[src/rtl/can_bit_timing.sv]
// can_bit_timing: CAN bit timing with hard/re-synchronization and sample-point strobe
module can_bit_timing #(
  parameter int BRP        = 4,
  parameter int PROP_SEG   = 2,
  parameter int PHASE_SEG1 = 3,
  parameter int PHASE_SEG2 = 3,
  parameter int SJW        = 1
) (
  input  logic clk,
  input  logic reset,
  input  logic RX,
  input  logic hard_sync_en,
  output logic SP,
  output logic sp_bit,
  output logic bit_start
);
  typedef enum logic [1:0] {SYNC, PS1, PS2} state_t;
  localparam logic [5:0] PRE_LAST = 6'(BRP - 1);
  localparam logic [4:0] PS1_BASE = 5'(PROP_SEG + PHASE_SEG1 - 1);
  localparam logic [4:0] PS2_LEN  = 5'(PHASE_SEG2);
  localparam logic [4:0] SJW_W    = 5'(SJW);
  localparam logic [2:0] SJW_3    = 3'(SJW);
  logic       rx_meta_q, rx_s_q, rx_prev_q;
  state_t     state_q, state_d;
  logic [5:0] pre_q, pre_d;
  logic [4:0] tq_q, tq_d, inc, cnt2;
  logic [2:0] ext_q, ext_d, shr_q, shr_d;
  logic       ok_q, ok_d, sp_q, sp_bit_q;
  logic       fall, tq_tick, sample, ps2_end, hs, rs, rs_ps1, rs_ps2, rs_hard, force_sync, take;
  assign fall       = rx_prev_q & ~rx_s_q;
  assign tq_tick    = pre_q == PRE_LAST;
  assign inc        = tq_q + 5'd1;
  assign sample     = state_q == PS1 && tq_tick && tq_q == PS1_BASE + {2'b0, ext_q};
  assign ps2_end    = state_q == PS2 && tq_tick && tq_q + {2'b0, shr_q} + 5'd1 >= PS2_LEN;
  assign hs         = fall & hard_sync_en;
  assign rs         = fall & ~hard_sync_en & ok_q;
  assign rs_ps1     = rs && state_q == PS1 && !sample;
  assign rs_ps2     = rs && (state_q == PS2 || sample) && !ps2_end;
  assign cnt2       = sample ? 5'd0 : tq_q;
  assign rs_hard    = rs_ps2 && PS2_LEN - cnt2 <= SJW_W;
  assign force_sync = hs | rs_hard;
  assign take       = sample & ~hs;
  assign SP         = sp_q;
  assign sp_bit     = sp_bit_q;
  assign bit_start  = reset && state_q == SYNC && pre_q == 6'd0;
  // two-flop RX synchronizer plus one-clk delayed copy for falling-edge detection
  always_ff @(posedge clk or negedge reset) begin
    if (!reset) {rx_meta_q, rx_s_q, rx_prev_q} <= 3'b111;
    else {rx_meta_q, rx_s_q, rx_prev_q} <= {RX, rx_meta_q, rx_s_q};
  end
  // segment sequencing, resync adjustments and forced SYNC (hard sync wins last)
  always_comb begin
    state_d = state_q;
    pre_d   = tq_tick ? 6'd0 : pre_q + 6'd1;
    tq_d    = tq_q;
    ext_d   = ext_q;
    shr_d   = shr_q;
    ok_d    = ok_q;
    if (rs_ps1) begin
      ext_d = inc < SJW_W ? inc[2:0] : SJW_3;
      ok_d  = 1'b0;
    end
    if (rs_ps2) begin
      shr_d = SJW_3;
      ok_d  = 1'b0;
    end
    if (tq_tick) begin
      tq_d = inc;
      if (state_q == SYNC) begin
        state_d = PS1;
        tq_d    = 5'd0;
      end else if (sample) begin
        state_d = PS2;
        tq_d    = 5'd0;
      end else if (state_q == PS2 && tq_q + {2'b0, shr_d} + 5'd1 >= PS2_LEN) begin
        state_d = SYNC;
        tq_d    = 5'd0;
        ext_d   = 3'd0;
        shr_d   = 3'd0;
        ok_d    = 1'b1;
      end
    end
    if (force_sync) begin
      state_d = SYNC;
      pre_d   = 6'd0;
      tq_d    = 5'd0;
      ext_d   = 3'd0;
      shr_d   = 3'd0;
      ok_d    = 1'b1;
    end
  end
  // timing state registers
  always_ff @(posedge clk or negedge reset) begin
    if (!reset) begin
      state_q <= SYNC;
      pre_q   <= 6'd0;
      tq_q    <= 5'd0;
      ext_q   <= 3'd0;
      shr_q   <= 3'd0;
      ok_q    <= 1'b1;
    end else begin
      state_q <= state_d;
      pre_q   <= pre_d;
      tq_q    <= tq_d;
      ext_q   <= ext_d;
      shr_q   <= shr_d;
      ok_q    <= ok_d;
    end
  end
  // sample-point strobe one clk after the sample condition, capturing the synchronized bus
  always_ff @(posedge clk or negedge reset) begin
    if (!reset) begin
      sp_q     <= 1'b0;
      sp_bit_q <= 1'b1;
    end else begin
      sp_q     <= take;
      sp_bit_q <= take ? rx_s_q : sp_bit_q;
    end
  end
endmodule
[config.mk]
export PLATFORM = sky130hd
export DESIGN_NAME = can_bit_timing
export DESIGN_NICKNAME = d
export VERILOG_FILES = /design/src/rtl/can_bit_timing.sv
export SDC_FILE = /design/constraint.sdc
export NUM_CORES = 1
export LEC_CHECK = 0
export BUFFER_PORTS_ARGS = -buffer_cell sky130_fd_sc_hd__buf_2
export CORE_ASPECT_RATIO = 1.4
export CORE_MARGIN = 5
export CORE_UTILIZATION = 59
export DETAILED_ROUTE_END_ITERATION = 8
export PLACE_DENSITY = 0.78
export SYNTH_ARGS = -nofsm -noshare
export SYNTH_HDL_FRONTEND = slang
export SYNTH_SLANG_ARGS = --single-unit
[constraint.sdc]
create_clock -name clk -period 4.2 [get_ports clk]
set_clock_uncertainty 0.05 [all_clocks]
set_input_delay 0 -clock clk [delete_from_list [all_inputs] [get_ports clk]]
set_output_delay 0 -clock clk [all_outputs]
set_load 0.05 [all_outputs]
==> flow_metrics.tcl <==
set metrics [dict create \
    r2r.worst_path.cells 16 \
    crit_end_element "register" \
    max_slew.worst_pin.slew_ns 0.5621 \
    synthXorXnorAreaFrac_pct 6.016 \
    routed_via_density 6.100 \
    postCtsSetupRepairBufs 0 \
    synth_area_leader_cell "sky130_fd_sc_hd__dfrtp_1" \
    status "completed" \
    gr-usage-all-layers_pct 21.50 \
    synthAdderAreaFrac_pct 11.09 \
    r2r_end "state_q[1]" \
    timing.critical_path.arrival_ns 3.99 \
    initial_antenna_violation_count 0 \
    rows 22 \
    drc 0 \
    power_leakage_nw 0.8146 \
    floorplan.initialDensity_pct 61.24 \
    maximum_clock_frequency_mhz 263.3 \
    p_per_area_nw_per_um2 571.0 \
    route.antenna.remaining_nets 0 \
    dp_hpwl_um 2588 \
    post_synthesis_cell_area_um2 1602 \
    slew-limit-headroom_pct 62.53 \
    path_clk_slew_ns 0.13 \
    buffer_ports.inserted 6 \
    synth-simple-area-share_pct 25.47 \
    power.total_mw 1.004 \
    number_of_instances_on_the_worst_hold_path 4 \
    finalWeightedCongestion 0.9083 \
    nNetsFinal 203 \
    numCtsBuffers 3 \
    pin_count_of_the_biggest_net_entering_global_routing 27 \
    post_layout_instance_count_excluding_filler_cells 221 \
    floorplan.die_area_um2 3871 \
    die_y_um 71.65 \
    register_area_um2 634.4 \
    clock_sink_count 25 \
    synth_cell_types 44 \
    number_of_global_route_vias_before_repair 1447 \
    timing.critical_path.fanout_max 7 \
    tritoncts_clock_tree "done" \
    synth-main-ff-cell "sky130_fd_sc_hd__dfrtp_1" \
    ios 7 \
    synth_fp_nets 190 \
    timing.rr.start "tq_q[0]" \
    grt.overflow.total 0 \
    die_width_um 54.04 \
    crit_start "tq_q[0]" \
    worst_hold_path.endpoint "SP" \
    ys_top_cells_by_area "sky130_fd_sc_hd__dfrtp_1 (31%), sky130_fd_sc_hd__ha_1 (8.6%), sky130_fd_sc_hd__dfstp_2 (8.2%), sky130_fd_sc_hd__nor2_1 (4.0%), sky130_fd_sc_hd__xor2_1 (3.8%)" \
    worstPathRequired_ns 4.40 \
    finalMaxSlewViolations 0 \
    fillerInstances 207 \
    synth_compound_area_share_pct 12.81 \
    worstHoldStart "hard_sync_en" \
    vdd.ir_drop.worst_uv 366.1 \
    n_antenna_cell 0 \
    synth_to_layout_area_growth_pct 9.766 \
    clock_latency_ns 0.33 \
    vias_post_dr 1348 \
    wire_length_of_the_first_global_routing_pass_um 6106 \
    worstSetupPathType "reg2reg" \
    avgSynthCellArea_um2 9.257 \
    async_flop_share_pct 100.0 \
    postSynthCellCount 173 \
    postRouteWirelength_um 3424 \
    setup_slack_of_the_worst_register_to_register_path_ns 0.40 \
    routedWlPerCell_um 15.49 \
    firstDrtPassIters 4 \
    muxShareOfSynthArea_pct 0.6250 \
    synth_enable_flop_cells 0 \
    cts_max_path_buffers 2 \
    synth_top_family_by_area "simple AND/OR/NAND/NOR gates" \
    drive_gt1_share_pct 16.76 \
    clock-root-buffer "sky130_fd_sc_hd__clkbuf_4" \
    yosys_warnings 0 \
    cp-start-kind "register" \
    clock_tree.htree_level_count 1 \
    area_fraction_of_the_dominant_cell_type_after_synthesis_pct 31.25 \
    setup_viol 0 \
    area_of_the_multi_input_gates_um2 904.6 \
    rsz_0062_raised_after_global_routing "no" \
    final_min_period_over_clock_period_pct 90.43 \
    final.setup.tns_ns 0 \
    timing_hold_violations_final 0 \
    ys_ff_latch 25 \
    max_cap_viol_count 0 \
    sequential_share_of_the_synthesized_area_pct 39.45 \
    fin_crit_ns 3.798 \
    numPlacedInstances 215 \
    core-area_um2 2615 \
    hp-class "in2reg" \
    drt_initial_violations 63 \
]
kinds of logic (layout without fill, tap and decap cells):
logic type,Yosys count,after routing
adders and majority gates,13,13
and+or+nand+nor,74,74
xor gates and xnor gates,11,11
muxes,1,1
AOI/OAI and AO/OA,30,30
buffers and inverters,19,31
DFF,25,25
state kept, by name (all words and copies together), names as in the netlist:
signal	count
rx_s_q	1
rx_meta_q	1
shr_q	3
tq_q	5
pre_q	6
SP	1
rx_prev_q	1
ok_q	1
sp_bit	1
ext_q	3
state_q	2
cell usage after synthesis (2+ instances only):
cell type,count
sky130_fd_sc_hd__ha_1,11
sky130_fd_sc_hd__inv_1,13
sky130_fd_sc_hd__nor2_1,17
sky130_fd_sc_hd__dfstp_2,5
sky130_fd_sc_hd__nor4_1,2
sky130_fd_sc_hd__nor3_1,8
sky130_fd_sc_hd__a21o_1,2
sky130_fd_sc_hd__a32oi_1,2
sky130_fd_sc_hd__xor2_1,7
sky130_fd_sc_hd__nand3_1,5
sky130_fd_sc_hd__nand3b_1,2
sky130_fd_sc_hd__and2_1,2
sky130_fd_sc_hd__clkbuf_1,4
sky130_fd_sc_hd__nand4_1,3
sky130_fd_sc_hd__a21oi_1,10
sky130_fd_sc_hd__xnor2_1,4
sky130_fd_sc_hd__nor2b_1,7
sky130_fd_sc_hd__or4_1,2
sky130_fd_sc_hd__o21ai_0,2
sky130_fd_sc_hd__dfrtp_1,20
sky130_fd_sc_hd__nor3b_1,3
sky130_fd_sc_hd__fa_1,2
sky130_fd_sc_hd__a31oi_1,5
sky130_fd_sc_hd__nand2_1,15
stage by stage:
step	cell area (um2)	worst slack [ns]	util, %	hold WS [ns]
finish	1758	0.4019	67.22	0.09896
global route	1758	0.05954	67.22	0.08062
CTS	1748	0.2255	66.84	0.08115
detailed placement	1698	0.2296	64.93	-0.02445
global placement	1698	0.4250	64.93	-0.04342
floorplan	1602	0.5304	-	-0.3456
layout make-up:
cell class | instances | area share [%]
Clock inverter | 1 | 0.4270
Timing Repair Buffer | 14 | 5.409
Multi-Input combinational cell | 129 | 51.46
Inverter | 13 | 2.776
Sequential cell | 25 | 36.09
Clock buffer | 3 | 1.281
Tap cell | 36 | 2.562
worst max-delay path by stage:
stage | endpoint | slack [ns] | cells past startpoint
after floorplan | shr_q[0] | 0.53 | 16
after global placement | shr_q[0] | 0.43 | 18
after detailed placement | shr_q[0] | 0.23 | 18
after CTS | shr_q[0] | 0.23 | 18
after global routing | state_q[1] | 0.06 | 16
final | state_q[1] | 0.40 | 16
critical path: stages, from the launching register on:
cell	delay, ns
sky130_fd_sc_hd__dfrtp_2	0.45
sky130_fd_sc_hd__inv_1	0.12
sky130_fd_sc_hd__ha_1	0.25
sky130_fd_sc_hd__fa_1	0.39
sky130_fd_sc_hd__nor2b_1	0.17
sky130_fd_sc_hd__o21ai_0	0.13
sky130_fd_sc_hd__xor2_1	0.19
sky130_fd_sc_hd__a31oi_1	0.12
sky130_fd_sc_hd__nor3_2	0.27
sky130_fd_sc_hd__nor2b_1	0.09
sky130_fd_sc_hd__ha_1	0.34
sky130_fd_sc_hd__a21o_1	0.18
sky130_fd_sc_hd__a31oi_1	0.17
sky130_fd_sc_hd__xor2_1	0.21
sky130_fd_sc_hd__a41o_2	0.30
sky130_fd_sc_hd__a21oi_1	0.09
sky130_fd_sc_hd__o31ai_1	0.20
per-layer routing:
| layer | track usage, % | wire, um |
|---|---|---|
| met1 | 23.36 | 1304 |
| met2 | 36.25 | 1823 |
| met3 | 3.950 | 161 |
| met4 | 14.68 | 135 |
| met5 | 0 | 0 |
placed cells by master, fill, tap and decap left out, types with 2 or more instances in the layout:
master and n:
sky130_fd_sc_hd__nand2_1 15, sky130_fd_sc_hd__inv_1 13, sky130_fd_sc_hd__and2_1 2, sky130_fd_sc_hd__a21oi_1 10
sky130_fd_sc_hd__fa_1 2, sky130_fd_sc_hd__buf_4 6, sky130_fd_sc_hd__nor4_1 2, sky130_fd_sc_hd__nand3_1 5
sky130_fd_sc_hd__nor3_1 8, sky130_fd_sc_hd__a21o_1 2, sky130_fd_sc_hd__dfstp_2 5, sky130_fd_sc_hd__nand3b_1 2
sky130_fd_sc_hd__dfrtp_1 18, sky130_fd_sc_hd__ha_1 11, sky130_fd_sc_hd__xnor2_1 4, sky130_fd_sc_hd__a31oi_1 5
sky130_fd_sc_hd__nand4_1 3, sky130_fd_sc_hd__buf_2 6, sky130_fd_sc_hd__dfrtp_2 2, sky130_fd_sc_hd__nor2b_1 7
sky130_fd_sc_hd__nor3b_1 3, sky130_fd_sc_hd__xor2_1 7, sky130_fd_sc_hd__o21ai_0 2, sky130_fd_sc_hd__or4_1 2
sky130_fd_sc_hd__a32oi_1 2, sky130_fd_sc_hd__dlygate4sd3_1 2, sky130_fd_sc_hd__nor2_1 17, sky130_fd_sc_hd__clkbuf_4 3
timing repair:
item | in CTS | in global routing
endpoints found under the setup margin | 0 | 12
gates resized for setup | 0 | 4
hold endpoints to repair | 26 | 0
hold buffers | 2 | 0
power breakdown:
group	leakage, nW	internal, mW	switching [mW]	total [mW]
registers	0.318	0.307	0.0711	0.378
clock network	0.0139	0.0365	0.0730	0.110
logic	0.482	0.214	0.302	0.516
total	0.815	0.557	0.446	1.00
No activity file was read; power rests on OpenSTA's default activity.
